**config.mk**
```make
export PLATFORM = sky130hd
export DESIGN_NAME = wb_cpu_bus_arbiter
export DESIGN_NICKNAME = d
export VERILOG_FILES = /design/src/rtl/wb_cpu_bus_arbiter.sv
export SDC_FILE = /design/constraint.sdc
export NUM_CORES = 1
export LEC_CHECK = 0
export ABC_CLOCK_PERIOD_IN_PS = 2300
export CORE_AREA = 2 2 129 131
export CTS_CLUSTER_DIAMETER = 80
export DETAILED_ROUTE_END_ITERATION = 16
export DIE_AREA = 0 0 131 133
export GPL_TIMING_DRIVEN = 0
export PLACE_DENSITY = 0.58
export SYNTH_ARGS = -nofsm -noshare
export SYNTH_HDL_FRONTEND = slang
export SYNTH_SLANG_ARGS = --single-unit
```
**constraint.sdc**
```tcl
create_clock -name clk_i -period 2.3 [get_ports clk_i]
set_clock_uncertainty 0.15 [all_clocks]
set_input_delay 0.23 -clock clk_i [delete_from_list [all_inputs] [get_ports clk_i]]
set_output_delay 0.23 -clock clk_i [all_outputs]
set_load 0.005 [all_outputs]
```
**src/rtl/wb_cpu_bus_arbiter.sv**
```systemverilog
// Round-robin arbiter merging the CPU instruction (iwb) and data (dwb) Wishbone B3 masters onto one port.
// Optional stall watchdog enabled by defining WB_ARB_TIMEOUT_EN.
module wb_cpu_bus_arbiter #(
    parameter int unsigned ADDRESS_WIDTH  = 32,
    parameter int unsigned DATA_WIDTH     = 32,
    parameter int unsigned TIMEOUT_CYCLES = 255
) (
    input  logic                     clk_i,
    input  logic                     rst_n_i,

    input  logic [ADDRESS_WIDTH-1:0] iwb_adr_i,
    input  logic [DATA_WIDTH-1:0]    iwb_dat_i,
    input  logic [3:0]               iwb_sel_i,
    input  logic [2:0]               iwb_cti_i,
    input  logic [1:0]               iwb_bte_i,
    input  logic                     iwb_cyc_i,
    input  logic                     iwb_stb_i,
    input  logic                     iwb_we_i,
    output logic                     iwb_ack_o,
    output logic                     iwb_err_o,
    output logic                     iwb_rty_o,
    output logic [DATA_WIDTH-1:0]    iwb_dat_o,

    input  logic [ADDRESS_WIDTH-1:0] dwb_adr_i,
    input  logic [DATA_WIDTH-1:0]    dwb_dat_i,
    input  logic [3:0]               dwb_sel_i,
    input  logic [2:0]               dwb_cti_i,
    input  logic [1:0]               dwb_bte_i,
    input  logic                     dwb_cyc_i,
    input  logic                     dwb_stb_i,
    input  logic                     dwb_we_i,
    output logic                     dwb_ack_o,
    output logic                     dwb_err_o,
    output logic                     dwb_rty_o,
    output logic [DATA_WIDTH-1:0]    dwb_dat_o,

    output logic [ADDRESS_WIDTH-1:0] wb_adr_o,
    output logic [DATA_WIDTH-1:0]    wb_dat_o,
    output logic [3:0]               wb_sel_o,
    output logic [2:0]               wb_cti_o,
    output logic [1:0]               wb_bte_o,
    output logic                     wb_cyc_o,
    output logic                     wb_stb_o,
    output logic                     wb_we_o,
    input  logic                     wb_ack_i,
    input  logic                     wb_err_i,
    input  logic                     wb_rty_i,
    input  logic [DATA_WIDTH-1:0]    wb_dat_i,

    output logic                     timeout_o
);

    if (TIMEOUT_CYCLES < 2 || TIMEOUT_CYCLES > 65535) begin : g_bad_timeout
        $error("wb_cpu_bus_arbiter: TIMEOUT_CYCLES out of range 2..65535");
    end

    typedef enum logic [1:0] {
        IDLE  = 2'd0,
        GNT_I = 2'd1,
        GNT_D = 2'd2
    } state_t;

    state_t state_q, state_d;
    logic   last_d_q, last_d_d;     // 1: dwb held the most recent grant
    logic   gnt_i, gnt_d;
    logic   raw_cyc, raw_stb;
    logic   timeout_hit;

    always_ff @(posedge clk_i or negedge rst_n_i) begin
        if (!rst_n_i) begin
            state_q  <= IDLE;
            last_d_q <= 1'b0;
        end else begin
            state_q  <= state_d;
            last_d_q <= last_d_d;
        end
    end

    always_comb begin
        state_d  = state_q;
        last_d_d = last_d_q;
        case (state_q)
            IDLE: begin
                if (iwb_cyc_i && dwb_cyc_i)
                    state_d = last_d_q ? GNT_I : GNT_D;
                else if (dwb_cyc_i)
                    state_d = GNT_D;
                else if (iwb_cyc_i)
                    state_d = GNT_I;
            end
            GNT_I: begin
                if (!iwb_cyc_i) begin
                    last_d_d = 1'b0;
                    state_d  = dwb_cyc_i ? GNT_D : IDLE;
                end
            end
            GNT_D: begin
                if (!dwb_cyc_i) begin
                    last_d_d = 1'b1;
                    state_d  = iwb_cyc_i ? GNT_I : IDLE;
                end
            end
            default: state_d = IDLE;
        endcase
    end

    always_comb begin
        gnt_i     = 1'b0;
        gnt_d     = 1'b0;
        wb_adr_o  = '0;
        wb_dat_o  = '0;
        wb_sel_o  = '0;
        wb_cti_o  = '0;
        wb_bte_o  = '0;
        wb_we_o   = 1'b0;
        raw_cyc   = 1'b0;
        raw_stb   = 1'b0;
        iwb_ack_o = 1'b0;
        iwb_rty_o = 1'b0;
        dwb_ack_o = 1'b0;
        dwb_rty_o = 1'b0;
        iwb_dat_o = '0;
        dwb_dat_o = '0;
        case (state_q)
            GNT_I: begin
                gnt_i     = 1'b1;
                wb_adr_o  = iwb_adr_i;
                wb_dat_o  = iwb_dat_i;
                wb_sel_o  = iwb_sel_i;
                wb_cti_o  = iwb_cti_i;
                wb_bte_o  = iwb_bte_i;
                wb_we_o   = iwb_we_i;
                raw_cyc   = iwb_cyc_i;
                raw_stb   = iwb_stb_i;
                iwb_ack_o = wb_ack_i;
                iwb_rty_o = wb_rty_i;
                iwb_dat_o = wb_dat_i;
                dwb_dat_o = wb_dat_i;
            end
            GNT_D: begin
                gnt_d     = 1'b1;
                wb_adr_o  = dwb_adr_i;
                wb_dat_o  = dwb_dat_i;
                wb_sel_o  = dwb_sel_i;
                wb_cti_o  = dwb_cti_i;
                wb_bte_o  = dwb_bte_i;
                wb_we_o   = dwb_we_i;
                raw_cyc   = dwb_cyc_i;
                raw_stb   = dwb_stb_i;
                dwb_ack_o = wb_ack_i;
                dwb_rty_o = wb_rty_i;
                iwb_dat_o = wb_dat_i;
                dwb_dat_o = wb_dat_i;
            end
            default: ;
        endcase
    end

    // Errors and cyc/stb are kept out of the mux so the watchdog can override them without a loop
    assign wb_cyc_o  = raw_cyc & ~timeout_hit;
    assign wb_stb_o  = raw_stb & ~timeout_hit;
    assign iwb_err_o = gnt_i & (wb_err_i | timeout_hit);
    assign dwb_err_o = gnt_d & (wb_err_i | timeout_hit);
    assign timeout_o = timeout_hit;

`ifdef WB_ARB_TIMEOUT_EN
    logic [15:0] stall_cnt;
    logic        resp_any;
    logic        stall;

    assign resp_any    = wb_ack_i | wb_err_i | wb_rty_i;
    assign stall       = raw_cyc & raw_stb & ~resp_any;
    // Counter holds the number of completed stall cycles, so the hit lands on the Nth stall cycle
    assign timeout_hit = stall && (stall_cnt == 16'(TIMEOUT_CYCLES - 1));

    always_ff @(posedge clk_i or negedge rst_n_i) begin
        if (!rst_n_i)
            stall_cnt <= '0;
        else if (timeout_hit || resp_any || (state_d != state_q))
            stall_cnt <= '0;
        else if (stall)
            stall_cnt <= stall_cnt + 16'd1;
    end
`else
    assign timeout_hit = 1'b0;
`endif

endmodule

```
==> out/results.ini <==
[critical_path]
cpMaxStageDelayCell = clkdlybuf4s50_1
path_class = register to primary output
cp_cell_sequence = buf_4 -> ha_2 -> buf_8 -> buf_6 -> a22oi_1 -> nor2b_1 -> clkdlybuf4s50_1
cp.arrival_ns = 1.98
path_max_fanout = 10
required_ns = 1.92
critPathTopFamily = buffers and inverters
cp-end-kind = primary output
crit_buf_inv = 4
critPathLaunchType = register
max_stage_delay_ns = 0.52

[global_route]
grt_pass1_vias = 3503
grt_max_degree = 11
grt_pass1_wl_um = 19500
grt_overflow_total = 0
grt_usage_pct = 14.2
grt_antenna_before_repair = 0

[layout]
utilization_pct = 38.1
num_antenna_cells = 0
nets = 826
area_growth_pct = 222
final_cell_mix = clkdlybuf4s50_1 (203), dlygate4sd2_1 (81), nor2b_1 (72), a22oi_1 (56), buf_4 (56)
final_common_cell = clkdlybuf4s50_1
fin_cells = 851
drive_gt1_share_pct = 23.5

[pwr]
ir_worst_vdd_mv = 0.454
powerDensity_nw_per_um2 = 1060
p_leak_nw = 3.06

[logic_synthesis]
ys_types = 25
synthTopCellsByArea = a22oi_1 (29%), nor2b_1 (25%), buf_4 (13%)
synth_top_area_share_pct = 29.4
ys_ff_latch = 3
seq_area_frac_synth_pct = 3.92
ys_warn_count = 0
netlist_area_um2 = 1910
synth_nets = 472
synth_area_per_cell_um2 = 6.88
syn-instance-count = 278
yosys.area.top_type = a22oi_1

[clock_network]
cts_tree = done
root_buffer = clkbuf_16
cts_sinks = 3
cts_hold_buf = 0
worstSkewPairLatency_ns = 0.22
clk_pin_slew_ns = 0.03
ctsHtreeMaxLevel = 1
cts_buffer_depth = 2
numCtsBuffers = 3

[placed_design]
gp_congestion = 0.906
hpwl_um = 11100
portBuffers = 334
dp.cells = 832
dp_slack_ns = -0.607

[drt]
drc = 0
drt_iter0_markers = 90
viasPerCell = 4.04
postRouteAntennaNets = 0
vias = 3435
first_pass_iters = 4
wl_per_cell_um = 16.3
postRouteWirelength_um = 13900

[timing]
max_freq_ghz = 0.424
setup_viol = 8
period_share_pct = 103
drv_slew = 0
rsz0062_at_grt = yes
period_minus_slack_ns = 2.36
setup_ws_ns = -0.0587
final_hold_viol_count = 0

[floorplan]
num_rows = 47
chipWidth_um = 131
initial_core_util_pct = 11.8
die_y_um = 133
die_area_um2 = 17400
io_pins = 336
coreArea_um2 = 16200

[outcome]
violations = setup timing
status = finished, violations left

[hold_path]
worstHoldPathType = input pin to asynchronous set/reset pin

[flow_run]
cap_violations = 0

worst reg2reg max path, cell delays in order, from the launching register on:
cell	delay [ns]
dfrtp_1	0.38
buf_4	0.15
ha_2	0.19
buf_8	0.15
buf_6	0.13
a22oi_2	0.25
buf_4	0.16
a21boi_2	0.20
mux2_4	0.32
registers in the layout (all words and copies together), names as in the netlist:
name	flops
state_q	2
last_d_q	1
cells in the mapped netlist (all sizes together):
cell	count
a21boi	2
a21oi	2
a22oi	76
a31oi	1
and2	38
buf	41
clkbuf	21
conb	1
dfrtp	3
ha	5
inv	4
mux2	1
mux2i	1
nand2	1
nand2b	1
nand3	1
nor2	1
nor2b	76
o2111ai	1
o21ai	1
metrics by stage:
step / instance area [µm²] / TNS, ns / power (mW) / hold slack (ns)
2_1_floorplan: 1910 / 0 / 2.44 / -0.216
6_report: 6170 / -0.217 / 6.55 / 0.0411
3_5_place_dp: 5530 / -35.30 / 5.37 / 0.275
5_1_grt: 6170 / -1.40 / 7.04 / 0.0419
4_1_cts: 6000 / -1.58 / 6.46 / 0.0405
3_3_place_gp: 5530 / -30.49 / 5.31 / 0.272
worst paths after layout:
| path | from | endpoint | slack (ns) | depth (start not counted) |
|---|---|---|---|---|
| min in group clk_i | last_d_q$_DFFE_PN0P_ | last_d_q$_DFFE_PN0P_ | 0.45 | 2 |
| max in group asynchronous | rst_n_i | last_d_q$_DFFE_PN0P_ | 1.82 | 1 |
| worst min register to register | last_d_q$_DFFE_PN0P_ | last_d_q$_DFFE_PN0P_ | 0.45 | 2 |
| worst max-delay path | state_q[0]$_DFFE_PN0P_ | wb_adr_o[28] | -0.06 | 7 |
| worst max register to register | state_q[0]$_DFFE_PN0P_ | state_q[0]$_DFFE_PN0P_ | 0.09 | 8 |
| worst min-delay path | rst_n_i | state_q[0]$_DFFE_PN0P_ | 0.04 | 1 |
kinds of logic (layout without fill, tap and decap cells):
family,count (synthesis),after routing,share of synthesized area [%]
DFF,3,3,3.92
and+or+nand+nor,118,118,38.3
muxes,2,2,1.31
AOI/OAI and AO/OA,83,83,32.6
other,1,1,0.196
buffers and inverters,66,419,20.4
adders and majority gates,5,5,3.27
area by class of cell:
| class | count | area [µm²] |
|---|---|---|
| Sequential cell | 3 | 75.1 |
| Multi-Input combinational cell | 209 | 1650 |
| Inverter | 4 | 15.0 |
| Buffer | 62 | 632 |
| Clock buffer | 4 | 78.8 |
| Timing Repair Buffer | 349 | 3440 |
| Fill cell | 1662 | 10000 |
| Tap cell | 220 | 275 |
power by group:
group | switching [mW] | internal, mW | total (mW)
Sequential | 0.0176 | 0.0770 | 0.0946
Combinational | 2.36 | 3.82 | 6.18
Clock | 0.0481 | 0.229 | 0.277
timing repair:
item                                   4_1_cts  5_1_grt
setup endpoints to repair                  143       67
setup buffers                                8        3
endpoints found under the hold margin        0        0
resized for setup                          222       74
cloned                                       4        0
pin swaps                                    2        2
metal layers:
metal  share of wire [%]  track usage, %  routed length, µm  up-vias
met5                   0               0                  0        -
met4                0.88            2.07                122        0
met3                 7.6            2.39               1060       14
met2                  53            26.9               7300      175
met1                  39            16.8               5400     1598
li1                    -               -                  -     1648
(Power assumes the default switching activity.)
